File: src/rtl/onehot_step_decoder_pkg.sv
// Shared types, defaults and a reference decode helper for onehot_step_decoder.
package onehot_step_decoder_pkg;

    // Sequencer states: IDLE accepts load/start, RUN accepts step/abort.
    typedef enum logic {
        IDLE = 1'b0,
        RUN  = 1'b1
    } state_t;

    localparam int SEL_W_DEFAULT = 3;
    localparam int OUT_W_DEFAULT = 2 ** SEL_W_DEFAULT;

    // Binary index to one-hot vector at the default width.
    function automatic logic [OUT_W_DEFAULT-1:0] decode(input logic [SEL_W_DEFAULT-1:0] sel);
        logic [OUT_W_DEFAULT-1:0] vec;
        vec = '0;
        vec[sel] = 1'b1;
        return vec;
    endfunction

endpackage

File: src/rtl/onehot_step_decoder_if.sv
// Control/status bundle of onehot_step_decoder. The master drives the
// commands and the select index; the slave (the decoder) returns the
// decoded vector and status.
interface onehot_step_decoder_if
    import onehot_step_decoder_pkg::*;
#(
    parameter int SEL_W = SEL_W_DEFAULT
);
    localparam int OUT_W = 2 ** SEL_W;

    logic             en_i;
    logic             load_i;
    logic             start_i;
    logic             step_i;
    logic             abort_i;
    logic [SEL_W-1:0] sel_i;
    logic [OUT_W-1:0] onehot_o;
    logic [SEL_W-1:0] idx_o;
    logic             busy_o;
    logic             last_o;
    logic             done_o;
    logic             err_o;

    modport master (
        output en_i, load_i, start_i, step_i, abort_i, sel_i,
        input  onehot_o, idx_o, busy_o, last_o, done_o, err_o
    );

    modport slave (
        input  en_i, load_i, start_i, step_i, abort_i, sel_i,
        output onehot_o, idx_o, busy_o, last_o, done_o, err_o
    );

endinterface

File: src/rtl/onehot_step_decoder_dec.sv
// onehot_dec: combinational binary-to-one-hot decoder with enable,
// the 3-to-8 enable-gated decoder widened to 2**SEL_W outputs.
module onehot_dec #(
    parameter int SEL_W = 3,
    localparam int OUT_W = 2 ** SEL_W
) (
    input  logic             en,
    input  logic [SEL_W-1:0] sel,
    output logic [OUT_W-1:0] onehot
);

    // One comparator per output line.
    generate
        for (genvar gi = 0; gi < OUT_W; gi++) begin : g_line
            assign onehot[gi] = en & (sel == SEL_W'(gi));
        end
    endgenerate

endmodule

File: src/rtl/onehot_step_decoder.sv
// onehot_step_decoder: registered binary-to-one-hot decoder with a stepping
// sequencer (load, start/step/abort run, optional wrap).
// Optional macro ONEHOT_STEP_DECODER_CHECK_EN enables the sticky one-hot
// consistency checker driving err_o; without it err_o is tied low.
module onehot_step_decoder
    import onehot_step_decoder_pkg::*;
#(
    parameter int SEL_W = SEL_W_DEFAULT,
    parameter bit WRAP  = 1'b0
) (
    input  logic                   clk,
    input  logic                   rst_n,
    onehot_step_decoder_if.slave   bus
);

    localparam int               OUT_W    = 2 ** SEL_W;
    localparam logic [SEL_W-1:0] IDX_LAST = '1;

    state_t           state_reg, state_next;
    logic [SEL_W-1:0] idx_reg, idx_next;
    logic [OUT_W-1:0] onehot_reg, onehot_next;
    logic             done_reg, done_next;
    logic [OUT_W-1:0] sel_dec;

    // Decode of the load/start index.
    onehot_dec #(.SEL_W(SEL_W)) u_sel_dec (
        .en     (1'b1),
        .sel    (bus.sel_i),
        .onehot (sel_dec)
    );

    // State and datapath registers.
    always_ff @(posedge clk or negedge rst_n) begin
        if (!rst_n) begin
            state_reg  <= IDLE;
            idx_reg    <= '0;
            onehot_reg <= '0;
            done_reg   <= 1'b0;
        end else begin
            state_reg  <= state_next;
            idx_reg    <= idx_next;
            onehot_reg <= onehot_next;
            done_reg   <= done_next;
        end
    end

    // Next-state logic; a low enable holds everything and drops done.
    always_comb begin
        state_next  = state_reg;
        idx_next    = idx_reg;
        onehot_next = onehot_reg;
        done_next   = 1'b0;
        if (bus.en_i) begin
            case (state_reg)
                IDLE: begin
                    if (bus.start_i) begin
                        idx_next    = bus.sel_i;
                        onehot_next = sel_dec;
                        state_next  = RUN;
                    end else if (bus.load_i) begin
                        idx_next    = bus.sel_i;
                        onehot_next = sel_dec;
                    end
                end
                RUN: begin
                    if (bus.abort_i) begin
                        onehot_next = '0;
                        state_next  = IDLE;
                    end else if (bus.step_i) begin
                        if (idx_reg != IDX_LAST) begin
                            idx_next    = idx_reg + 1'b1;
                            onehot_next = onehot_reg << 1;
                        end else if (WRAP) begin
                            idx_next    = '0;
                            onehot_next = OUT_W'(1);
                        end else begin
                            onehot_next = '0;
                            done_next   = 1'b1;
                            state_next  = IDLE;
                        end
                    end
                end
                default: state_next = IDLE;
            endcase
        end
    end

    assign bus.onehot_o = bus.en_i ? onehot_reg : '0;
    assign bus.idx_o    = idx_reg;
    assign bus.busy_o   = (state_reg == RUN);
    assign bus.last_o   = (state_reg == RUN) && (idx_reg == IDX_LAST);
    assign bus.done_o   = done_reg;

`ifdef ONEHOT_STEP_DECODER_CHECK_EN
    logic [OUT_W-1:0] idx_dec;
    logic             multi_hot;
    logic             run_empty;
    logic             idx_mismatch;
    logic             err_reg;

    // Independent decode of the held index for cross-checking.
    onehot_dec #(.SEL_W(SEL_W)) u_chk_dec (
        .en     (1'b1),
        .sel    (idx_reg),
        .onehot (idx_dec)
    );

    assign multi_hot    = (onehot_reg & (onehot_reg - 1'b1)) != '0;
    assign run_empty    = (state_reg == RUN) && (onehot_reg == '0);
    assign idx_mismatch = (onehot_reg != '0) && (idx_dec != onehot_reg);

    // Sticky error flag, cleared only by reset.
    always_ff @(posedge clk or negedge rst_n) begin
        if (!rst_n) begin
            err_reg <= 1'b0;
        end else if (multi_hot || run_empty || idx_mismatch) begin
            err_reg <= 1'b1;
        end
    end

    assign bus.err_o = err_reg;
`else
    assign bus.err_o = 1'b0;
`endif

endmodule

File: src/flat_wrapper.sv
// flat-port wrapper written by rule: the top's interface ports become plain ports
module onehot_step_decoder_flat import onehot_step_decoder_pkg::*;
#(
    parameter int SEL_W = SEL_W_DEFAULT,
    parameter bit WRAP  = 1'b0
)
  (clk, rst_n, bus_en_i, bus_load_i, bus_start_i, bus_step_i, bus_abort_i, bus_sel_i, bus_onehot_o, bus_idx_o, bus_busy_o, bus_last_o, bus_done_o, bus_err_o);
  onehot_step_decoder_if #(.SEL_W(SEL_W)) bus_i ();
  input  logic clk;
  input  logic rst_n;
  input wire logic [$bits(bus_i.en_i)-1:0] bus_en_i;
  input wire logic [$bits(bus_i.load_i)-1:0] bus_load_i;
  input wire logic [$bits(bus_i.start_i)-1:0] bus_start_i;
  input wire logic [$bits(bus_i.step_i)-1:0] bus_step_i;
  input wire logic [$bits(bus_i.abort_i)-1:0] bus_abort_i;
  input wire logic [$bits(bus_i.sel_i)-1:0] bus_sel_i;
  output wire logic [$bits(bus_i.onehot_o)-1:0] bus_onehot_o;
  output wire logic [$bits(bus_i.idx_o)-1:0] bus_idx_o;
  output wire logic [$bits(bus_i.busy_o)-1:0] bus_busy_o;
  output wire logic [$bits(bus_i.last_o)-1:0] bus_last_o;
  output wire logic [$bits(bus_i.done_o)-1:0] bus_done_o;
  output wire logic [$bits(bus_i.err_o)-1:0] bus_err_o;
  assign bus_i.en_i = bus_en_i;
  assign bus_i.load_i = bus_load_i;
  assign bus_i.start_i = bus_start_i;
  assign bus_i.step_i = bus_step_i;
  assign bus_i.abort_i = bus_abort_i;
  assign bus_i.sel_i = bus_sel_i;
  assign bus_onehot_o = bus_i.onehot_o;
  assign bus_idx_o = bus_i.idx_o;
  assign bus_busy_o = bus_i.busy_o;
  assign bus_last_o = bus_i.last_o;
  assign bus_done_o = bus_i.done_o;
  assign bus_err_o = bus_i.err_o;
  onehot_step_decoder #(.SEL_W(SEL_W), .WRAP(WRAP)) u_core (.clk(clk), .rst_n(rst_n), .bus(bus_i));
endmodule
File: config.mk
export PLATFORM = sky130hd
export DESIGN_NAME = onehot_step_decoder_flat
export DESIGN_NICKNAME = d
export VERILOG_FILES = /design/src/rtl/onehot_step_decoder_pkg.sv /design/src/rtl/onehot_step_decoder_if.sv /design/src/rtl/onehot_step_decoder_dec.sv /design/src/rtl/onehot_step_decoder.sv /design/src/flat_wrapper.sv
export SDC_FILE = /design/constraint.sdc
export NUM_CORES = 1
export LEC_CHECK = 0
export CAP_MARGIN = 20
export CORE_UTILIZATION = 40
export CTS_CLUSTER_DIAMETER = 40
export DETAILED_ROUTE_END_ITERATION = 8
export PLACE_DENSITY = 0.68
export SLEW_MARGIN = 40
export SYNTH_ARGS = -nofsm -noshare
export SYNTH_HDL_FRONTEND = slang
export SYNTH_SLANG_ARGS = --single-unit
File: constraint.sdc
create_clock -name clk -period 3.7 [get_ports clk]
set_input_delay 0.74 -clock clk [delete_from_list [all_inputs] [get_ports clk]]
set_output_delay 0.74 -clock clk [all_outputs]
set_load 0.005 [all_outputs]
Yosys cells after proc, flatten, opt, wreduce, memory -nomap -nowiden --
Cells that the tools add are included.
Word-level totals: bits in registers 13, input bits 10, output and inout port bits 15, logic and storage cells 47
Cells by class: add/subtract/negate cells 1, equal/unequal tests 14, muxes and demuxes 23, bitwise operators 1, reduce and logical (&&, ||, !) cells 4
Operator list (number):
- 8-bit 2-to-1 mux | 6
- 8-bit case mux with 2 select lines | 1
- 3-bit == test, second input constant | 5
- 3-bit 2-to-1 mux | 5
- 1-bit 2-to-1 mux | 9
- 3-bit inequality test, second input constant | 3
- 3-bit by 2-bit == test with 1-bit output, second input constant | 2
- 2-bit inequality test, second input constant | 3
- 3-bit case mux with 2 select lines | 1
- 5-bit AND reduction | 1
- 3-bit by 1-bit adder with 3-bit output, second input constant | 1
- 3-bit by 1-bit == test with 1-bit output, second input constant | 1
- 3-bit zero test | 1
- 3-bit AND reduction | 1
- 1-bit case mux with 2 select lines | 1
- 1-bit logical AND | 1
- 1-bit NOT | 1

Logic depth before layout (Yosys ltp) --
Gate-level depths: netlist (run 1).
depth in word-level cells 6, gate-level depth with buffers 5, gate-level depth less buffers 5

Modules after synthesis --
A second synthesis (run 1) with hierarchy kept.
Second synthesis, totals: cells, all modules 74, area, all modules 862.1 um2
Modules (own cells, without submodules):
- onehot_step_decoder | times used 1, cells each 66, area an instance 765.7 um2, seq. area each 325.3 um2
- onehot_dec | times used 1, cells each 8, area an instance 96.3 um2, seq. area each 0.0 um2

Least setup slack after synthesis (run 1) --
No wires, ideal clock.
path type input port to output port, from input port bus_en_i, to output port bus_onehot_o[1], data arrival time 1089 ps, required time 2960 ps, slack 1871 ps, cell stages on the path 2, path buffers 1, path through clkbuf_1 and2_1
On the way: word-level cells in the longest chain between the ends 1
Ends and longest elaborated chain:
- start: declaration | RTL line flat_wrapper.sv:11 | input wire logic [$bits(bus_i.en_i)-1:0] bus_en_i;
- 8-bit 2-to-1 mux | RTL line onehot_step_decoder.sv:88 | assign bus.onehot_o = bus.en_i ? onehot_reg : '0;
- end: declaration | RTL line flat_wrapper.sv:17 | output wire logic [$bits(bus_i.onehot_o)-1:0] bus_onehot_o;
No other way between the ends.

Worst setup path after layout (run 1) --
from input port bus_en_i, to output port bus_onehot_o[0]
The elaborated chain is that of the path after synthesis.

==> results of run 1 <==
[metal layers]
layer | vias up | wire length [µm] | GRT usage [%] | share of wire [%]
met3 | 5 | 102 | 7.17 | 5.6
li1 | 329 | - | - | -
met4 | 0 | 23 | 6.67 | 1.3
met5 | - | 0 | 0 | 0
met2 | 17 | 844 | 28.1 | 47
met1 | 330 | 838 | 25.2 | 46
[per-stage QoR]
stage | cell area (µm²) | worst slack (ps) | power [W] | utilization (%)
CTS | 1100 | 738 | 0.000574 | 56.1
global route | 1100 | 620 | 0.000617 | 56.1
detailed placement | 1070 | 740 | 0.000475 | 54.7
floorplan | 836 | 1870 | 0.000371 | -
finish | 1100 | 744 | 0.000565 | 56.1
global placement | 1070 | 740 | 0.000471 | 54.7
[layout make-up]
type	instances	area, µm²
Clock buffer	3	22.5
Clock inverter	1	5.00
Fill cell	198	862
Inverter	1	3.75
Multi-Input combinational cell	58	479
Sequential cell	13	325
Tap cell	27	33.8
Timing Repair Buffer	23	230
[worst max path at each step]
stage	end	slack, ps
2_1_floorplan	bus_onehot_o[1]	1870
3_3_place_gp	bus_onehot_o[0]	740
3_5_place_dp	bus_onehot_o[0]	740
4_1_cts	bus_onehot_o[0]	740
5_1_grt	bus_onehot_o[0]	620
6_report	bus_onehot_o[0]	740
[cell families (layout without fill, tap and decap cells)]
group | after synthesis | after routing | share of synthesized area, %
AND/OR/NAND/NOR | 28 | 28 | 22.2
AO/OA/AOI/OAI | 18 | 18 | 19.5
flip-flops | 13 | 13 | 38.9
multiplexers | 8 | 8 | 10.8
buffers and inverters | 5 | 28 | 3.74
adder cells (fa/ha/maj) | 3 | 3 | 4.49
other | 1 | 1 | 0.449
[Yosys cell counts (2+ instances only)]
library cell  number
dfrtp_1           13
and2_1             9
mux2_2             8
a22o_1             3
ha_1               3
nor2_1             3
nor2b_1            3
a22o_2             2
a32o_1             2
and2b_2            2
nand4b_1           2
o211ai_1           2
o221a_2            2
or3_1              2
[critical path: stages]
cell,delay [ps]
clkdlybuf4s50_1,770
and2_1,210
clkdlybuf4s50_1,490
[placed cells by master, fill, tap and decap left out, drive strengths merged, types with 3 or more instances in the layout]
master,n
nor2b,3
and2,9
a22o,5
nor2,3
dfrtp,13
mux2,8
ha,3
clkdlybuf4s50,23
clkbuf,3
[power breakdown]
part	internal, W	switching (W)	total, W	leakage [nW]
Combinational	0.000149	0.0000957	0.000245	0.270
Clock	0.0000402	0.0000528	0.0000931	0.0177
Sequential	0.000179	0.0000481	0.000227	0.168
Total	0.000368	0.000197	0.000565	0.456
==> impl_results.md, run 1 <==
- Initial DRC count: 5
- R2r worst-path depth: 5
- Number of synthesized flops with an enable pin: 0
- Path type of the worst min-delay path: flop to flop
- Rows: 16
- Initial antenna violation count: 0
- Clock Skew: 0.606 ps
- Worst Tran Pin Value: 617 ps
- Synthesized flop and latch total: 13
- Ys async rst share: 100%
- Crit share post-route: 79.9%
- Total global-route track usage: 18.9%
- Post-Syn Instances: 76
- Global-route congestion overflow total: 0
- Clock H-tree levels: 1
- Area Overhead vs Synth: 31.6%
- Hold Path Sink: u_core.onehot_reg[7]
- I/O pins: 25
- CORE AREA: 1960 µm²
- Hold Slack: 507 ps
- Worst Setup End Kind: output pin
- Drt drc: 0
- Mapped cell area: 836 µm²
- Max_slew headroom: 58.7%
- Per-cell routed wire length: 14.4 µm
- Syn Nets: 89
- Leakage: 0.456 nW
- Via density: 5.40
- Top cell type by total area after synthesis: dfrtp_1
- Post-synthesis sequential area ratio: 38.9%
- Initial Util: 42.6%
- Clock latency on the worst-skew pair: 290 ps
- Max reg flops: 8
- Max Cap Viol: 0
- Slew Limit Fails: 0
- Post-route insts no fill: 126
- Placed Cells: 122
- Hold Path Stages: 1
- Synth area leaders: dfrtp_1 39%, mux2_2 11%, and2_1 6.7%
- Setup bufs post-CTS: 0
- Worst endpoint required time: 2960 ps
- Clock sinks: 13
- YS warnings: 0
- Worst r2r src: u_core.bus.idx_o[0]
- Synth cell types: 34
- Worst R2R Setup Slack: 1970 ps
- Die area: 2280 µm²
- Largest net degree at the start of global routing: 18
- Drt total wl: 1.81 mm
- Critical path type: input port to output pin
- Main synth FF type: dfrtp_1
- Root buffer cell: clkbuf_4
- Avg Cell Area, Syn: 11.0 µm²
- Outcome: finished, final reports clean
- Drt first pass iters: 4
- Final Critical Period: 2960 ps
- Crit path DAT: 2220 ps
- Final TNS setup: 0 ps
- Final Setup Violations: 0
- Yosys top cell area share: 38.9%
- Power Dens Cells: 514 nW/µm²
- DP Wirelength: 1.30 mm
- Final Hold Fails: 0
- CTS tree: done
- Final ANT Viol Nets: 0
- CTS Hold Buffers Added: 0
- Final #Nets: 113
- Gpl congestion: 0.748
- Worst Min Path Start: u_core.onehot_reg[7]
- Clk slew on worst S/H paths: 90 ps
- Vias: 681
- Input/output buffers: 23
- Fraction of layout cells with a size suffix above 1: 22.2%
- Worst vdd ir: 276 µV
- R2r endpoint: u_core.onehot_reg[3]
- Clock Tree Buf Depth: 2
- Total CTS buffers: 3
- Max Clock Freq: 338 MHz
- Vias in the first global route: 617
- Die W: 47.7 µm
- Die H: 47.7 µm
- CP Launch Type: input port
- Ant diodes: 0
- First-pass GRT wire length: 2.90 mm
- Critical path origin: bus_en_i
- PostCTS Resize Cnt: 0
- CP Max Fanout: 16
- Unrepaired setup endpoints after global routing: false
Power figures use the tool's default switching activity.
==> inputs of run 2 (changes only) <==
==> constraint.sdc (replaced) <==
create_clock -name clk -period 3 [get_ports clk]
set_input_delay 0.6 -clock clk [delete_from_list [all_inputs] [get_ports clk]]
set_output_delay 0.6 -clock clk [all_outputs]
set_load 0.005 [all_outputs]
==> results of run 2 <==
Same layout as run 1 (identical final DEF). Status: finished, final reports clean.
Among the figures that moved: setup slack after placement 740 ps -> 320 ps; setup slack after layout 744 ps -> 324 ps; register-to-register setup slack 1970 ps -> 1270 ps; total power 0.000565 W -> 0.000697 W; worst IR drop on VDD 276 µV -> 341 µV
